`src/rtl/fifo_pkg.sv`:
```
// Shared types and helpers for the parameterised synchronous FIFO.
// Optional error counters are enabled by defining FIFO_ERR_CNT_EN.
package fifo_pkg;

  localparam int unsigned DefWidth = 16;
  localparam int unsigned DefDepth = 8;
  localparam int unsigned DefAeTh  = 1;

  // Bit 0 is the accepted write, bit 1 the accepted read.
  typedef enum logic [1:0] {
    OP_NONE  = 2'b00,
    OP_WR    = 2'b01,
    OP_RD    = 2'b10,
    OP_WR_RD = 2'b11
  } fifo_op_e;

  // Pointer width; count is one bit wider so it can hold DEPTH itself.
  function automatic int unsigned ptr_width(input int unsigned depth);
    return (depth > 1) ? $clog2(depth) : 1;
  endfunction

endpackage

```
`src/rtl/fifo_ptr_ctrl.sv`:
```
// Pointer, occupancy and acceptance logic for param_sync_fifo, plus the
// registered write-ack / overflow / underflow pulses.
module fifo_ptr_ctrl
  import fifo_pkg::*;
#(
  parameter int unsigned DEPTH = DefDepth,
  localparam int unsigned PtrW = ptr_width(DEPTH),
  localparam int unsigned CntW = PtrW + 1
) (
  input  logic            clk_i,
  input  logic            rst_i,
  input  logic            flush_i,
  input  logic            wr_en_i,
  input  logic            rd_en_i,
  output logic            wr_accept_o,
  output logic            rd_accept_o,
  output logic [PtrW-1:0] wr_ptr_o,
  output logic [PtrW-1:0] rd_ptr_o,
  output logic [CntW-1:0] count_o,
  output logic            wr_ack_o,
  output logic            overflow_o,
  output logic            underflow_o
);

  localparam logic [CntW-1:0] DepthC = CntW'(DEPTH);

  logic [PtrW-1:0] wr_ptr_d, wr_ptr_q;
  logic [PtrW-1:0] rd_ptr_d, rd_ptr_q;
  logic [CntW-1:0] count_d, count_q;
  logic            wr_ack_d, wr_ack_q;
  logic            overflow_d, overflow_q;
  logic            underflow_d, underflow_q;
  logic            wr_accept, rd_accept;
  fifo_op_e        op;

  // A full FIFO still takes a write when a read frees the slot in the same cycle.
  always_comb begin
    rd_accept = rd_en_i && !flush_i && (count_q != '0);
    wr_accept = wr_en_i && !flush_i && ((count_q < DepthC) || rd_accept);
    op        = fifo_op_e'({rd_accept, wr_accept});
  end

  always_comb begin
    wr_ptr_d    = wr_ptr_q;
    rd_ptr_d    = rd_ptr_q;
    count_d     = count_q;
    wr_ack_d    = wr_accept;
    overflow_d  = wr_en_i && !flush_i && !wr_accept;
    underflow_d = rd_en_i && !flush_i && !rd_accept;
    unique case (op)
      OP_WR: begin
        wr_ptr_d = wr_ptr_q + 1'b1;
        count_d  = count_q + 1'b1;
      end
      OP_RD: begin
        rd_ptr_d = rd_ptr_q + 1'b1;
        count_d  = count_q - 1'b1;
      end
      OP_WR_RD: begin
        wr_ptr_d = wr_ptr_q + 1'b1;
        rd_ptr_d = rd_ptr_q + 1'b1;
      end
      default: ;
    endcase
    if (flush_i) begin
      wr_ptr_d = '0;
      rd_ptr_d = '0;
      count_d  = '0;
    end
  end

  always_ff @(posedge clk_i) begin
    if (rst_i) begin
      wr_ptr_q    <= '0;
      rd_ptr_q    <= '0;
      count_q     <= '0;
      wr_ack_q    <= 1'b0;
      overflow_q  <= 1'b0;
      underflow_q <= 1'b0;
    end else begin
      wr_ptr_q    <= wr_ptr_d;
      rd_ptr_q    <= rd_ptr_d;
      count_q     <= count_d;
      wr_ack_q    <= wr_ack_d;
      overflow_q  <= overflow_d;
      underflow_q <= underflow_d;
    end
  end

  assign wr_accept_o = wr_accept;
  assign rd_accept_o = rd_accept;
  assign wr_ptr_o    = wr_ptr_q;
  assign rd_ptr_o    = rd_ptr_q;
  assign count_o     = count_q;
  assign wr_ack_o    = wr_ack_q;
  assign overflow_o  = overflow_q;
  assign underflow_o = underflow_q;

endmodule

```
`src/rtl/param_sync_fifo.sv`:
```
// Parameterised single-clock FIFO with registered read data and status flags.
// Define FIFO_ERR_CNT_EN to add saturating overflow/underflow event counters.
module param_sync_fifo
  import fifo_pkg::*;
#(
  parameter int unsigned WIDTH = DefWidth,
  parameter int unsigned DEPTH = DefDepth,
  parameter int unsigned AF_TH = DEPTH - 1,
  parameter int unsigned AE_TH = DefAeTh
) (
  input  logic                     clk,
  input  logic                     rst,
  input  logic                     flush,
  input  logic                     wr_en,
  input  logic [WIDTH-1:0]         data_in,
  input  logic                     rd_en,
  output logic [WIDTH-1:0]         data_out,
  output logic                     rd_valid,
  output logic                     wr_ack,
  output logic                     overflow,
  output logic                     underflow,
  output logic                     full,
  output logic                     empty,
  output logic                     almostfull,
  output logic                     almostempty,
`ifdef FIFO_ERR_CNT_EN
  output logic [15:0]              ovf_cnt,
  output logic [15:0]              udf_cnt,
`endif
  output logic [ptr_width(DEPTH):0] count
);

  localparam int unsigned PtrW = ptr_width(DEPTH);
  localparam int unsigned CntW = PtrW + 1;
  localparam logic [CntW-1:0] DepthC = CntW'(DEPTH);
  localparam logic [CntW-1:0] AfThC  = CntW'(AF_TH);
  localparam logic [CntW-1:0] AeThC  = CntW'(AE_TH);

  logic [WIDTH-1:0] mem_q [DEPTH];
  logic [WIDTH-1:0] data_out_d, data_out_q;
  logic             rd_valid_d, rd_valid_q;
  logic             wr_accept, rd_accept;
  logic [PtrW-1:0]  wr_ptr, rd_ptr;
  logic [CntW-1:0]  count_w;

  fifo_ptr_ctrl #(
    .DEPTH (DEPTH)
  ) u_ptr_ctrl (
    .clk_i       (clk),
    .rst_i       (rst),
    .flush_i     (flush),
    .wr_en_i     (wr_en),
    .rd_en_i     (rd_en),
    .wr_accept_o (wr_accept),
    .rd_accept_o (rd_accept),
    .wr_ptr_o    (wr_ptr),
    .rd_ptr_o    (rd_ptr),
    .count_o     (count_w),
    .wr_ack_o    (wr_ack),
    .overflow_o  (overflow),
    .underflow_o (underflow)
  );

  // Storage is deliberately left out of reset.
  always_ff @(posedge clk) begin
    if (wr_accept) begin
      mem_q[wr_ptr] <= data_in;
    end
  end

  // When full with read+write, wr_ptr == rd_ptr; the read sees the old word.
  always_comb begin
    data_out_d = data_out_q;
    rd_valid_d = rd_accept;
    if (rd_accept) begin
      data_out_d = mem_q[rd_ptr];
    end
  end

  always_ff @(posedge clk) begin
    if (rst) begin
      data_out_q <= '0;
      rd_valid_q <= 1'b0;
    end else begin
      data_out_q <= data_out_d;
      rd_valid_q <= rd_valid_d;
    end
  end

  assign data_out = data_out_q;
  assign rd_valid = rd_valid_q;
  assign count    = count_w;

  always_comb begin
    full        = (count_w == DepthC);
    empty       = (count_w == '0);
    almostfull  = (count_w >= AfThC) && !full;
    almostempty = (count_w <= AeThC) && !empty;
  end

`ifdef FIFO_ERR_CNT_EN
  logic [15:0] ovf_cnt_d, ovf_cnt_q;
  logic [15:0] udf_cnt_d, udf_cnt_q;

  // Counts pulse events; not cleared by flush.
  always_comb begin
    ovf_cnt_d = ovf_cnt_q;
    udf_cnt_d = udf_cnt_q;
    if (overflow && (ovf_cnt_q != 16'hFFFF)) begin
      ovf_cnt_d = ovf_cnt_q + 16'd1;
    end
    if (underflow && (udf_cnt_q != 16'hFFFF)) begin
      udf_cnt_d = udf_cnt_q + 16'd1;
    end
  end

  always_ff @(posedge clk) begin
    if (rst) begin
      ovf_cnt_q <= '0;
      udf_cnt_q <= '0;
    end else begin
      ovf_cnt_q <= ovf_cnt_d;
      udf_cnt_q <= udf_cnt_d;
    end
  end

  assign ovf_cnt = ovf_cnt_q;
  assign udf_cnt = udf_cnt_q;
`endif

endmodule

```
`config.mk`:
```
export PLATFORM = sky130hd
export DESIGN_NAME = param_sync_fifo
export DESIGN_NICKNAME = d
export VERILOG_FILES = /design/src/rtl/fifo_pkg.sv /design/src/rtl/fifo_ptr_ctrl.sv /design/src/rtl/param_sync_fifo.sv
export SDC_FILE = /design/constraint.sdc
export NUM_CORES = 1
export LEC_CHECK = 0
export BUFFER_PORTS_ARGS = -buffer_cell sky130_fd_sc_hd__buf_2
export CAP_MARGIN = 30
export CORE_UTILIZATION = 52
export DETAILED_ROUTE_END_ITERATION = 6
export GPL_TIMING_DRIVEN = 0
export PLACE_DENSITY = 0.72
export SLEW_MARGIN = 20
export SYNTH_ARGS = -nofsm -noshare
export SYNTH_HDL_FRONTEND = slang
export SYNTH_SLANG_ARGS = --single-unit
export TNS_END_PERCENT = 50
```
`constraint.sdc`:
```
create_clock -name clk -period 3.4 [get_ports clk]
set_input_delay 0.68 -clock clk [delete_from_list [all_inputs] [get_ports clk]]
set_output_delay 0.68 -clock clk [all_outputs]
set_load 0.01 [all_outputs]
```
==> results of run 1 <==
[layout make-up]
class	instances	area (um2)	share of cell area
Multi-Input combinational cell	183	1692	0.2284
Clock inverter	13	123.9	0.01672
Timing Repair Buffer	55	329.1	0.04443
Buffer	21	171.4	0.02314
Clock buffer	19	432.9	0.05845
Tap cell	143	178.9	0.02416
Sequential cell	158	4444	0.6000
Inverter	8	35.03	0.004730
[layer usage]
layer	GRT usage	vias to the layer above	routed length, um
met1	0.2927	1732	5557
met4	0.09244	0	184
li1	-	1582	-
met3	0.05562	13	715
met2	0.3408	109	6146
met5	0	-	0
[logic make-up (layout without fill, tap and decap cells)]
kind of cell,Yosys count,after routing,synth area share
AO/OA/AOI/OAI,46,46,0.06011
XOR/XNOR,6,6,0.008332
adder cells (fa/ha/maj),8,8,0.01587
buffers and inverters,29,116,0.03273
flip-flops,158,158,0.7046
multiplexers,49,49,0.1095
AND/OR/NAND/NOR,74,74,0.06883
[synthesized netlist by cell type (all sizes together) (4+ instances only)]
master  number  share of area
xor2         5         0.0069
buf         16          0.024
nand2b       4         0.0040
nand2        8         0.0048
mux2i       33          0.052
clkbuf       5         0.0032
inv          8         0.0056
mux4        16          0.057
ha           8          0.016
dfxtp       30          0.095
nor2        33          0.020
o22ai       16          0.016
edfxtp     128           0.61
nor3        19          0.028
a21oi        8         0.0063
a211oi      18          0.034
[where the power goes]
group	switching [uW]	internal, uW
sequential	9.15	2110
combinational	94.2	55.2
clock	721	1070
total	824	3230
[stage by stage]
step	worst slack, ns	util	area (um2)	hold WS (ns)
3_3_place_gp	-0.8922	0.5788	6721	0.4713
5_1_grt	0.2536	0.6378	7407	0.5072
4_1_cts	0.3837	0.6378	7407	0.5000
3_5_place_dp	0.3808	0.5899	6850	0.4890
6_report	0.4029	0.6378	7407	0.4951
2_1_floorplan	0.4959	-	6307	0.4933
[worst register-to-register path, stage by stage, from the launching register on]
cell and delay, ns:
dfxtp_1 0.46, inv_1 0.08, ha_1 0.26, or3b_4 0.28, inv_2 0.04, or3_4 0.38, inv_6 0.13, buf_8 0.16
ha_1 0.25, or4b_1 0.45, a21oi_1 0.20, xnor2_1 0.14, nor2_1 0.05
[state kept, by name, indices dropped and copies added (netlist names)]
register,count
mem_q,128
data_out,16
u_ptr_ctrl.count_o,4
u_ptr_ctrl.rd_ptr_o,3
u_ptr_ctrl.wr_ptr_o,3
rd_valid,1
u_ptr_ctrl.overflow_o,1
u_ptr_ctrl.underflow_o,1
u_ptr_ctrl.wr_ack_o,1
[worst paths after layout]
kind	end	slack, ns	cells past startpoint
min	data_out[13]	0.50	2
max reg2reg	u_ptr_ctrl.count_o[3]	0.40	12
max	u_ptr_ctrl.count_o[3]	0.40	12
min reg2reg	data_out[13]	0.50	2
==> results.sh, run 1 <==
export IMPL_status="complete, but fails checks"
export IMPL_violations="DRC"
export IMPL_arrival_ns=3.30
export IMPL_grt_pass1_wl_um=19520
export IMPL_end_kind="flop"
export IMPL_gp_congestion=0.7322
export IMPL_final_common_cell="edfxtp_1"
export IMPL_ys_seq_area_frac=0.7046
export IMPL_p_per_area_nw_per_um2=547.7
export IMPL_timing_hold_violations_final=0
export IMPL_clk_pin_slew_ns=0.06
export IMPL_path_class="flop to flop"
export IMPL_grt_usage=0.2177
export IMPL_slowest_stage="dfxtp_1"
export IMPL_core_area_um2=11610
export IMPL_io_buffer_count=47
export IMPL_drc=3
export IMPL_place_hpwl_um=8005
export IMPL_grt_max_degree=17
export IMPL_worst_pin_slew_ns=0.8628
export IMPL_min_period_over_period=0.8815
export IMPL_drv_cap=0
export IMPL_cts_tree="yes"
export IMPL_relSlewSlack=0.4248
export IMPL_first_global_vias=3525
export IMPL_mostFrequentLayoutCells="128 x edfxtp_1, 53 x buf_2, 33 x mux2i_1, 30 x dfxtp_1, 27 x nor2_1"
export IMPL_crit_buf_inv=4
export IMPL_rsz0062_at_grt="no"
export IMPL_area_growth_synth_to_final_pct=17.44
export IMPL_path_cells="inv_1 > ha_1 > or3b_4 > inv_2 > or3_4 > inv_6 > buf_8 > ha_1 > or4b_1 > a21oi_1 > xnor2_1 > nor2_1"
export IMPL_fillers=838
export IMPL_grt_overflow=0
export IMPL_die_height_um=112.1
export IMPL_crit_start="u_ptr_ctrl.count_o[0]"
export IMPL_numCtsBuffers=17
export IMPL_post_drt_wl_per_cell_um=21.01
export IMPL_setup_viol_count_final=0
export IMPL_htreeDepth=4
export IMPL_synth_edf_count=128
export IMPL_final_cells=600
export IMPL_synthesis_area_um2=6307
export IMPL_die_width_um=112.1
export IMPL_syn_avg_cell_area_um2=17.05
export IMPL_crit_required_ns=3.70
export IMPL_min_period_ns=2.997
export IMPL_routed_wl_um=12600
export IMPL_slowest_delay_ns=0.46
export IMPL_fin_setup_tns_ns=0
export IMPL_clk_latency_ns=0.43
export IMPL_drt_iter0_markers=240
export IMPL_post_cts_resized=0
export IMPL_r2r_start="u_ptr_ctrl.count_o[0]"
export IMPL_viasPerCell=5.727
export IMPL_antenna_found_initial=0
export IMPL_power_uw=4057
export IMPL_path_common_cell="ha_1"
export IMPL_fmax_ghz=0.3337
export IMPL_clock_root_buffer="clkbuf_16"
export IMPL_start_util=0.5431
export IMPL_dr_pass1_iters=6
export IMPL_fin_nets=473
export IMPL_vias=3436
export IMPL_fin_skew_ns=0.005371
export IMPL_post_cts_repair_setup_buffers=0
export IMPL_dp_cells=568
export IMPL_leakage_uw=0.002518
export IMPL_diodes=0
export IMPL_ys_flop_type="edfxtp_1"
export IMPL_synth_nets=399
export IMPL_cp_start_kind="flop"
export IMPL_ys_warn_count=0
export IMPL_slew_violations=0
export IMPL_ys_seq_elements=158
export IMPL_postRouteAntennaNets=0
export IMPL_clock_sinks=158
export IMPL_synth_cell_types=37
export IMPL_vdd_drop_max_mv=0.3644
export IMPL_async_reset_ff_frac=0
export IMPL_drive_gt1_frac=0.3501
export IMPL_cp_top_family="simple AND/OR/NAND/NOR gates"
export IMPL_num_rows=39
export IMPL_worstHoldPathType="flop to flop"
export IMPL_postCtsHoldBufs=0
export IMPL_synthCells=370
export IMPL_path_max_fanout=11
export IMPL_hp_start="data_out[13]"
export IMPL_io_pins=49
export IMPL_die_area_um2=12570
export IMPL_cts_max_path_buffers=2
(Power assumes the default switching activity.)
==> inputs of run 2 (changes only) <==
--- a/config.mk
+++ b/config.mk
@@ -10,7 +10,9 @@
 export CORE_UTILIZATION = 52
 export DETAILED_ROUTE_END_ITERATION = 6
 export GPL_TIMING_DRIVEN = 0
+export MAX_ROUTING_LAYER = met4
 export PLACE_DENSITY = 0.72
+export RECOVER_POWER = 50
 export SLEW_MARGIN = 20
 export SYNTH_ARGS = -nofsm -noshare
 export SYNTH_HDL_FRONTEND = slang
==> results.sh, run 2 (same netlist as run 1, synthesis figures left out) <==
export IMPL_drv_cap=0
export IMPL_first_global_vias=3519
export IMPL_path_max_fanout=10
export IMPL_drc=3
export IMPL_clock_sinks=158
export IMPL_final_cells=600
export IMPL_violations="DRC"
export IMPL_r2r_end="u_ptr_ctrl.count_o[2]"
export IMPL_clock_root_buffer="clkbuf_16"
export IMPL_diodes=0
export IMPL_die_height_um=112.1
export IMPL_postRouteAntennaNets=0
export IMPL_min_period_ns=3.004
export IMPL_clk_pin_slew_ns=0.06
export IMPL_dr_pass1_iters=6
export IMPL_holdWs_ns=0.4990
export IMPL_slew_violations=0
export IMPL_post_drt_wl_per_cell_um=21.04
export IMPL_path_class="flop to flop"
export IMPL_postCtsHoldBufs=0
export IMPL_post_cts_repair_setup_buffers=0
export IMPL_worstHoldPathType="flop to flop"
export IMPL_arrival_ns=3.36
export IMPL_crit_required_ns=3.75
export IMPL_status="complete, but fails checks"
export IMPL_final_util=0.6323
export IMPL_r2r_start="u_ptr_ctrl.count_o[1]"
export IMPL_fin_skew_ns=0.003726
export IMPL_dp_cells=568
export IMPL_vias=3394
export IMPL_fin_nets=473
export IMPL_io_pins=49
export IMPL_numCtsBuffers=17
export IMPL_fin_area_um2=7343
export IMPL_drt_iter0_markers=217
export IMPL_regMostFlops="mem_q"
export IMPL_start_util=0.5431
export IMPL_gp_congestion=0.7411
export IMPL_routed_wl_um=12620
export IMPL_r2r_cells=9
export IMPL_antenna_found_initial=0
export IMPL_placed_area_um2=6850
export IMPL_setup_viol_count_final=0
export IMPL_clk_latency_ns=0.42
export IMPL_p_per_area_nw_per_um2=551.0
export IMPL_min_period_over_period=0.8834
export IMPL_largest_reg_flops=128
export IMPL_io_buffer_count=47
export IMPL_final_common_cell="edfxtp_1"
export IMPL_timing_hold_violations_final=0
export IMPL_fmax_ghz=0.3329
export IMPL_viasPerCell=5.657
export IMPL_grt_pass1_wl_um=19540
export IMPL_rrSetupSlack_ns=0.40
export IMPL_die_area_um2=12570
export IMPL_num_rows=39
export IMPL_post_cts_resized=0
export IMPL_grt_overflow=0
export IMPL_htreeDepth=4
export IMPL_end_kind="flop"
export IMPL_place_ws_ns=0.3808
export IMPL_mostFrequentLayoutCells="128 x edfxtp_1, 47 x clkbuf_1, 33 x mux2i_1, 30 x dfxtp_1, 27 x nor2_1"
export IMPL_vdd_drop_max_mv=0.3642
export IMPL_min_path_cells=2
export IMPL_leakage_uw=0.002367
export IMPL_cp_start_kind="flop"
export IMPL_cts_tree="yes"
export IMPL_core_area_um2=11610
export IMPL_drive_gt1_frac=0.2582
export IMPL_whs_endpoint="data_out[13]"
export IMPL_die_width_um=112.1
export IMPL_grt_usage=0.2250
export IMPL_rsz0062_at_grt="no"
export IMPL_area_growth_synth_to_final_pct=16.43
export IMPL_cts_max_path_buffers=2
export IMPL_hp_start="data_out[13]"
export IMPL_grt_max_degree=17
export IMPL_worst_pin_slew_ns=0.8833
export IMPL_relSlewSlack=0.4111
export IMPL_place_hpwl_um=8005
export IMPL_setup_ws_ns=0.3963
## run 2: changes by cell type in the layout (fill, tap and decap cells not counted), sizes merged
| cell | delta |
|---|---|
| buf | -41 |
| clkbuf | +41 |
## run 2: worst max-delay path by stage
stage	from	end	slack [ns]
2_1_floorplan	rd_en	mem_q[1][0]	0.50
3_3_place_gp	rd_en	mem_q[0][9]	-0.89
3_5_place_dp	rd_en	mem_q[0][9]	0.38
4_1_cts	u_ptr_ctrl.count_o[0]	u_ptr_ctrl.count_o[3]	0.38
5_1_grt	u_ptr_ctrl.count_o[0]	u_ptr_ctrl.count_o[3]	0.24
6_report	u_ptr_ctrl.count_o[1]	u_ptr_ctrl.count_o[2]	0.40
## run 2: where the power goes
| group | switching (uW) | total [uW] | internal, uW |
|---|---|---|---|
| Clock | 717 | 1780 | 1070 |
| Sequential | 9.34 | 2120 | 2110 |
| Combinational | 94.6 | 143 | 48.3 |
## run 2: per-stage QoR
stage,TNS (ns),total power [uW]
2_1_floorplan,0,2244
3_3_place_gp,-39.09,2298
3_5_place_dp,0,2310
4_1_cts,0,4077
5_1_grt,0,4164
6_report,0,4046
## run 2: per-layer routing
metal  up-vias  wire length, um  track usage
li1       1578                -            -
met3        13              830      0.05724
met4         0              187      0.09244
met1      1695             5499       0.2931
met5         -                0            -
met2       108             6103       0.3404
## run 2: final cells by class
type,instances,area (um2)
Inverter,8,35.03
Buffer,21,160.2
Tap cell,143,178.9
Clock inverter,13,123.9
Multi-Input combinational cell,183,1689
Timing Repair Buffer,55,279.0
Sequential cell,158,4444
Clock buffer,19,432.9
Fill cell,865,4270
## run 2: worst max-delay path: stages (launching register included)
cell and delay (ns):
dfxtp_1 0.35, inv_1 0.11, ha_1 0.25, or3b_1 0.45, inv_2 0.09, or3_4 0.16, clkbuf_1 0.58, ha_1 0.42
or3_1 0.39, a21oi_1 0.13
==> inputs of run 3 (changes only) <==
==> constraint.sdc (replaced) <==
create_clock -name clk -period 3.4 [get_ports clk]
set_input_delay 0.68 -clock clk [delete_from_list [all_inputs] [get_ports clk]]
set_output_delay 0.68 -clock clk [all_outputs]
set_load 0.1 [all_outputs]
==> results.sh, run 3 (same netlist as run 1, synthesis figures left out) <==
export IMPL_antenna_found_initial=0
export IMPL_worst_pin_slew_ns=1.182
export IMPL_p_per_area_nw_per_um2=577.6
export IMPL_viasPerCell=5.631
export IMPL_place_ws_ns=0.3977
export IMPL_routed_wl_um=12100
export IMPL_die_area_um2=12570
export IMPL_core_area_um2=11610
export IMPL_io_buffer_count=47
export IMPL_min_path_cells=2
export IMPL_clock_power_share=0.458
export IMPL_cts_max_path_buffers=2
export IMPL_post_cts_resized=0
export IMPL_regMostFlops="mem_q"
export IMPL_diodes=0
export IMPL_dr_pass1_iters=6
export IMPL_post_cts_repair_setup_buffers=0
export IMPL_post_drt_wl_per_cell_um=20.10
export IMPL_min_period_over_period=0.9069
export IMPL_clock_sinks=158
export IMPL_endpoint="u_ptr_ctrl.count_o[3]"
export IMPL_vdd_drop_max_mv=0.3542
export IMPL_first_global_vias=3407
export IMPL_min_period_ns=3.084
export IMPL_num_rows=39
export IMPL_fin_nets=475
export IMPL_drt_iter0_markers=247
export IMPL_seq_power_share=0.493
export IMPL_grt_pass1_wl_um=18950
export IMPL_crit_start="u_ptr_ctrl.count_o[0]"
export IMPL_relSlewSlack=0.2156
export IMPL_drc=4
export IMPL_clk_latency_ns=0.43
export IMPL_worstHoldPathType="flop to flop"
export IMPL_r2r_cells=12
export IMPL_die_width_um=112.1
export IMPL_crit_required_ns=3.70
export IMPL_status="complete, but fails checks"
export IMPL_place_hpwl_um=7907
export IMPL_gp_congestion=0.7153
export IMPL_start_util=0.5431
export IMPL_rrSetupSlack_ns=0.32
export IMPL_timing_hold_violations_final=0
export IMPL_fillers=851
export IMPL_htreeDepth=4
export IMPL_cts_tree="yes"
export IMPL_end_kind="flop"
export IMPL_numCtsBuffers=17
export IMPL_area_growth_synth_to_final_pct=17.93
export IMPL_path_class="flop to flop"
export IMPL_internal_power_uw=3387
export IMPL_io_pins=49
export IMPL_setup_ws_ns=0.3165
export IMPL_mostFrequentLayoutCells="128 x edfxtp_1, 43 x clkbuf_1, 33 x mux2i_1, 30 x dfxtp_1, 27 x nor2_1"
export IMPL_power_frac_comb=0.049
export IMPL_r2r_end="u_ptr_ctrl.count_o[3]"
export IMPL_fin_skew_ns=0.02693
export IMPL_setup_viol_count_final=0
export IMPL_grt_max_degree=17
export IMPL_leakage_uw=0.002415
export IMPL_multi_input_area_um2=1684
export IMPL_final_util=0.6405
export IMPL_violations="DRC"
export IMPL_grt_overflow=0
export IMPL_r2r_start="u_ptr_ctrl.count_o[0]"
export IMPL_slew_violations=0
export IMPL_switching_share=0.2118
export IMPL_clk_pin_slew_ns=0.06
export IMPL_fmax_ghz=0.3243
export IMPL_clock_root_buffer="clkbuf_16"
export IMPL_grt_usage=0.2180
export IMPL_regArea_um2=4444
export IMPL_postCtsHoldBufs=0
export IMPL_cp_start_kind="flop"
export IMPL_die_height_um=112.1
export IMPL_largest_reg_flops=128
export IMPL_postRouteAntennaNets=0
export IMPL_drv_cap=0
export IMPL_path_max_fanout=11
export IMPL_arrival_ns=3.39
export IMPL_vias=3390
export IMPL_switching_power_uw=909.8
export IMPL_drive_gt1_frac=0.2723
export IMPL_final_common_cell="edfxtp_1"
export IMPL_rsz0062_at_grt="no"
run 3: cell type report:
cell class,count,area share
flip-flops and latches,158,0.5975
multi-input cells,183,0.2264
clock buffers,18,0.05770
repair buffers,57,0.04087
clock inverters,14,0.02574
well taps,143,0.02405
plain buffers,21,0.02304
inverters,8,0.004710
run 3: critical path, cell delays in order (launching register included):
cell and delay, ns:
dfxtp_1 0.44, inv_1 0.07, ha_1 0.28, or3b_1 0.27, inv_2 0.05, or3_1 0.46, inv_6 0.15, buf_8 0.16
ha_1 0.24, or4b_1 0.45, a21oi_1 0.20, xnor2_1 0.14, nor2_1 0.05
run 3: worst min-delay path by stage:
stage / startpoint / end / slack (ns)
finish: data_out[15] / data_out[15] / 0.50
global route: data_out[10] / data_out[10] / 0.52
CTS: data_out[10] / data_out[10] / 0.50
detailed placement: data_out[4] / data_out[4] / 0.48
global placement: data_out[4] / data_out[4] / 0.47
floorplan: u_ptr_ctrl.wr_ptr_o[1] / u_ptr_ctrl.wr_ptr_o[1] / 0.49
run 3: metrics by stage:
| step | area (um2) | hold slack, ns | std cells | TNS (ns) | power [uW] |
|---|---|---|---|---|---|
| CTS | 7498 | 0.4994 | 602 | 0 | 4336 |
| floorplan | 6322 | 0.4933 | 370 | -0.5642 | 2316 |
| global placement | 6736 | 0.4735 | 560 | -32.97 | 2370 |
| global route | 7438 | 0.5243 | 602 | 0 | 4419 |
| finish | 7438 | 0.4979 | 602 | 0 | 4296 |
| detailed placement | 6878 | 0.4807 | 570 | 0 | 2379 |
run 3: power by group through the flow:
| stage | clock, uW | sequential, uW | combinational (uW) |
|---|---|---|---|
| finish | 1970 | 2120 | 211 |
| global route | 2070 | 2120 | 225 |
| CTS | 2000 | 2120 | 220 |
| detailed placement | 0 | 2160 | 220 |
| global placement | 0 | 2160 | 211 |
| floorplan | 0 | 2230 | 89.1 |
run 3: per-layer routing:
layer	vias up	GRT usage	part of all wire
li1	1592	-	-
met1	1684	0.2912	0.46
met2	102	0.3251	0.47
met3	12	0.05832	0.057
met4	0	0.07733	0.013
met5	-	-	0
